===== config.mk =====
export PLATFORM = sky130hd
export DESIGN_NAME = stack_arbiter
export DESIGN_NICKNAME = d
export VERILOG_FILES = /design/src/rtl/stack_arbiter.sv
export SDC_FILE = /design/constraint.sdc
export NUM_CORES = 1
export LEC_CHECK = 0
export BUFFER_PORTS_ARGS = -buffer_cell sky130_fd_sc_hd__buf_2
export CORE_ASPECT_RATIO = 0.7
export CORE_MARGIN = 5
export CORE_UTILIZATION = 35
export CTS_CLUSTER_DIAMETER = 80
export CTS_CLUSTER_SIZE = 24
export DETAILED_ROUTE_END_ITERATION = 8
export MAX_ROUTING_LAYER = met4
export PLACE_DENSITY = 0.52
export SKIP_CTS_REPAIR_TIMING = 1
export SLEW_MARGIN = 20
export SYNTH_ARGS = -nofsm -noshare
export SYNTH_HDL_FRONTEND = slang
export SYNTH_SLANG_ARGS = --single-unit

===== constraint.sdc =====
create_clock -name clk -period 7.61 [get_ports clk]
set_input_delay 1.522 -clock clk [delete_from_list [all_inputs] [get_ports clk]]
set_output_delay 1.522 -clock clk [all_outputs]
set_load 0.05 [all_outputs]

===== src/rtl/stack_arbiter.sv =====
// stack_arbiter: two-client round-robin arbiter in front of a DEPTH x WIDTH LIFO stack.
// Ports:
//   clk, reset            rising-edge clock, synchronous active-high reset
//   req0/1, op0/1         per-client request and operation (0 = push, 1 = pop)
//   wdata0/1              per-client push data
//   gnt0/1, err, rdata    one-cycle completion pulse, reject flag, popped word
//   full, empty, level    occupancy decoded from the count register
module stack_arbiter #(
    parameter int WIDTH      = 8,
    parameter int DEPTH      = 8,
    parameter int ADDR_WIDTH = 3
) (
    input  logic                  clk,
    input  logic                  reset,
    input  logic                  req0,
    input  logic                  req1,
    input  logic                  op0,
    input  logic                  op1,
    input  logic [WIDTH-1:0]      wdata0,
    input  logic [WIDTH-1:0]      wdata1,
    output logic                  gnt0,
    output logic                  gnt1,
    output logic [WIDTH-1:0]      rdata,
    output logic                  err,
    output logic                  full,
    output logic                  empty,
    output logic [ADDR_WIDTH:0]   level
);
    typedef enum logic {IDLE, ACK} state_t;
    localparam logic [ADDR_WIDTH:0] DEPTH_C = (ADDR_WIDTH+1)'(DEPTH);
    state_t state, state_n;
    logic [WIDTH-1:0] mem [DEPTH];
    logic [ADDR_WIDTH:0] count, count_n;
    logic [ADDR_WIDTH-1:0] top;
    logic [WIDTH-1:0] wdata, rdata_n;
    logic last, last_n, win, op, take, is_full, is_empty, we, rd, gnt0_n, gnt1_n, err_n;
    always_comb begin
        // last = 1 means client 1 was granted most recently, so client 0 wins a tie
        win      = (req0 && req1) ? ~last : req1;
        op       = win ? op1 : op0;
        wdata    = win ? wdata1 : wdata0;
        is_full  = count == DEPTH_C;
        is_empty = count == '0;
        top      = ADDR_WIDTH'(count - 1'b1);
        take     = state == IDLE && (req0 || req1);
        state_n  = take ? ACK : IDLE;
        last_n   = take ? win : last;
        gnt0_n   = take && !win;
        gnt1_n   = take && win;
        err_n    = take && (op ? is_empty : is_full);
        we       = take && !op && !is_full;
        rd       = take && op && !is_empty;
        count_n  = we ? count + 1'b1 : rd ? count - 1'b1 : count;
        rdata_n  = rd ? mem[top] : '0;
    end
    always_ff @(posedge clk) begin
        if (reset) begin
            state <= IDLE;
            count <= '0;
            last  <= 1'b1;
            gnt0  <= 1'b0;
            gnt1  <= 1'b0;
            err   <= 1'b0;
            rdata <= '0;
        end else begin
            state <= state_n;
            count <= count_n;
            last  <= last_n;
            gnt0  <= gnt0_n;
            gnt1  <= gnt1_n;
            err   <= err_n;
            rdata <= rdata_n;
        end
    end
    // storage is not cleared; it becomes unreachable once count returns to 0
    always_ff @(posedge clk) begin
        if (we && !reset) mem[count[ADDR_WIDTH-1:0]] <= wdata;
    end
    // reset forces the idle occupancy view even before count is cleared
    assign full  = !reset && is_full;
    assign empty = reset || is_empty;
    assign level = reset ? '0 : count;
endmodule


# Word-level counts from Yosys, hierarchy flattened
# Memory sizes are Yosys's and may differ from the RTL's. A register that Yosys moved wholly into a read port is not among the register bits.
# Index checks and enable logic that the tools add are counted.
[word_totals]
regBits = 9
wordCells = 44
input_bits = 22
mem_bits_rw = 64
latchBits = 0
romBits = 0
mem_count = 1
[classes]
multipliers = 0
n_div = 0
n_reduce_logical = 21
shifts = 0
order_cmp = 0
mux = 10
bitwise_logic = 3
addsub = 2
n_eq_ne = 1
[memory_table]
columns = ["memory", "depth", "word_bits", "rd", "rd_clocked_by_memory_dff", "wr", "line_no", "text"]
rows = [
  ["mem", 8, 8, 1, 1, 1, "32", "logic [WIDTH-1:0] mem [DEPTH];"],
]
[op_table]
columns = ["operator", "count"]
rows = [
  ["two-way mux 4 bit", 3],
  ["logical AND 1 bit", 11],
  ["two-way mux 8 bit", 1],
  ["two-way mux 1 bit", 6],
  ["zero test 1 bit", 5],
  ["adder 4 x 1 -> 4 bit, second input constant", 1],
  ["== test 4 bit, second input constant", 1],
  ["zero test 4 bit", 1],
  ["subtractor 4 x 1 -> 4 bit, second input constant", 1],
  ["NOT 1 bit", 3],
  ["logical OR 1 bit", 2],
  ["nonzero test 2 bit", 1],
  ["OR reduction 2 bit", 1],
]

# Depth between registers and ports, before layout
[logic_depth]
ltp_word = 9
depth_mapped = 7
ltp_nobuf = 7

# Worst setup path after synthesis
# Ideal clock, no wire load.
[synth_timing]
kind = "in2out"
from = "in reset"
to = "out full"
cell_stages = 3
n_path_buf = 1
required_time_ns = 6.088
path_slack_ns = 3.097
arrival_time_ns = 2.991
cell_sequence = "clkbuf_1 > nor2b_1 > and2_1"
[synth_via]
elab_chain_len = 2
[synth_rtl]
columns = ["item", "line_no", "text"]
rows = [
  ["start, declared", "14", "input logic reset,"],
  ["zero test 1 bit", "80", "assign full = !reset && is_full;"],
  ["logical AND 1 bit", "80", ""],
  ["end, declared", "25", "output logic full,"],
]
# No other way between the ends.

# Worst setup path in the final report
# Ends and elaborated chain as after synthesis.

==> results.json <==
{
  "grt_overflow": 0,
  "clk_latency_ns": 0.33,
  "clock_sink_count": 81,
  "core_region_area_um2": 9110,
  "grt.total_usage": 0.135,
  "antenna_cells": 0,
  "drtPass1Iterations": 4,
  "setup_tns_ns": 0,
  "port_buffers": 38,
  "drc": 0,
  "cts_root_buffer": "clkbuf_16",
  "crit_fanout": 9,
  "synth_top_cell_by_area": "edfxtp_1",
  "h-tree-depth": 3,
  "hold_depth": 1,
  "hpwl_mm": 4.53,
  "crit_arrival_ns": 2.25,
  "cp-start-kind": "primary input",
  "path_class": "in -> out",
  "ios": 39,
  "numCtsBuffers": 9,
  "setup_viol": 0,
  "p_total_w": 0.00149,
  "cts_tree": "built",
  "num_vias": 1854,
  "fmax_ghz": 0.265,
  "ant_nets": 0,
  "placed_cells": 362,
  "fin_nets": 273,
  "initial_utilization": 0.362,
  "die_x_um": 126,
  "synth.distinct_cells": 35,
  "worst_r2r_path_depth": 7,
  "fin_crit_sh": 0.495,
  "fin_crit_ns": 3.77,
  "die_area_um2": 11500,
  "place_congestion": 0.850,
  "post_drt_wl_per_cell_um": 18.6,
  "min_path_type": "reg -> reg",
  "grt_max_degree": 22,
  "tightest_slew_ns": 1.08,
  "worstSetupEndpointType": "output port",
  "antenna_found_initial": 0,
  "ys_seq_area_frac": 0.687,
  "clkTransAtPathRegs_ns": 0.06,
  "avgSynthCellArea_um2": 15.9,
  "layout-drive-gt1-share": 0.323,
  "grt_pass1_wl_mm": 10.9,
  "synth-edff-count": 64,
  "drv_slew": 0,
  "area_growth_pct": 20.9,
  "synthTopCellsByCount": "64 x edfxtp_1, 23 x nand2_1, 17 x dfxtp_1",
  "synth_top_cell_area_share": 0.584,
  "drv_cap": 0,
  "fillCellCount": 812,
  "yosys_register_bits": 81,
  "rsz0062_at_grt": "false",
  "synth_top_flop_cell": "edfxtp_1",
  "syn_area_um2": 3290,
  "clock_path_buffers": 2,
  "peakVddDrop_v": 0.000145,
  "synth_nets": 231,
  "finalInstanceArea_um2": 3980,
  "async_flop_share": 0,
  "leakage_nw": 1.43,
  "rows": 29,
  "die_y_um": 91.2,
  "outcome": "finished clean",
  "grt_pass1_vias": 1893,
  "synth_most_common_cell": "edfxtp_1",
  "postSynthCellCount": 207,
  "powerDensity_nw_per_um2": 375,
  "finClkSkew_ns": 0.00572,
  "relSlewSlack": 0.279,
  "cp.required_ns": 6.09,
  "yosys_warnings": 0,
  "drt_iter0_markers": 152,
  "routed_wirelength_mm": 7.02,
  "hold_viol_final": 0,
  "viasPerCell": 4.90,
  "fin_cells": 378,
  "synth.area.top_cells": "edfxtp_1 58%, mux4_2 11%, dfxtp_1 10%, mux2_2 2.7%, nand2_1 2.6%",
  "place_area_um2": 3620
}
sequential cells by signal, indices dropped and copies added (netlist names):
signal and flops:
err 1, count 4, last 1, gnt0 1, state 1, rdata 8
mem 64, gnt1 1
per-layer routing:
layer / vias to the layer above / wire (µm) / global-route usage / part of all wire
met1: 903 / 3220 / 0.183 / 0.46
li1: 878 / - / - / -
met3: 2 / 651 / 0.0563 / 0.093
met2: 71 / 3130 / 0.188 / 0.45
met4: 0 / 14 / 0.0348 / 0.0020
met5: - / 0 / - / 0
kinds of logic after synthesis:
| logic type | synth area share |
|---|---|
| and+or+nand+nor | 0.0813 |
| adders and majority gates | 0.00760 |
| buffers and inverters | 0.0182 |
| AOI/OAI and AO/OA | 0.0483 |
| DFF | 0.687 |
| muxes | 0.147 |
| xor gates and xnor gates | 0.0106 |
critical path, cell delays in order:
cell and delay, ns:
buf_2 0.15, nor2b_1 0.18, and2_1 0.14, buf_2 0.25
metrics by stage:
stage	worst slack [ns]	util	hold slack [ns]
3_5_place_dp	3.55	0.397	0.496
6_report	3.84	0.437	0.504
4_1_cts	3.83	0.436	0.505
5_1_grt	3.77	0.437	0.549
3_3_place_gp	3.51	0.397	0.504
2_1_floorplan	3.10	-	0.451
layout make-up:
type	instances	area (µm²)	share of cell area
timing repair buffer	39	198	0.0497
inverter	7	26.3	0.00660
multi-input combinational	111	981	0.246
sequential	81	2260	0.568
clock buffer	9	225	0.0566
tap	124	155	0.0390
clock inverter	7	133	0.0333
power by group:
part	switching, W	internal [W]
combinational	0.000273	0.000170
sequential	0.0000247	0.000512
clock	0.000162	0.000351
worst paths after layout:
check	start	to	slack (ns)
max	reset	full	3.84
min	state$_SDFF_PP0_	gnt1$_SDFF_PP0_	0.50
max reg2reg	count[1]$_SDFFE_PP0P_	mem[7][1]$_DFFE_PP_	4.60
min reg2reg	state$_SDFF_PP0_	gnt1$_SDFF_PP0_	0.50
cell usage in the layout (no fill, tap or decap), drive strengths merged, types with 2 or more instances in the layout:
cell    netlist  routed
dfxtp        17      17
mux2          9       9
nand4         2       2
nor2          9       9
clkbuf        5       9
xnor2         3       3
ha            2       2
and3          2       2
nor3          4       4
a21oi        12      12
or3           2       2
clkinv        0       3
inv           7       7
nand2b        2       2
o21ai         2       2
mux4         16      16
edfxtp       64      64
buf           3      39
nor2b         7       7
and2          2       2
nand2        23      23
bufinv        0       4
(Power assumes the default switching activity.)
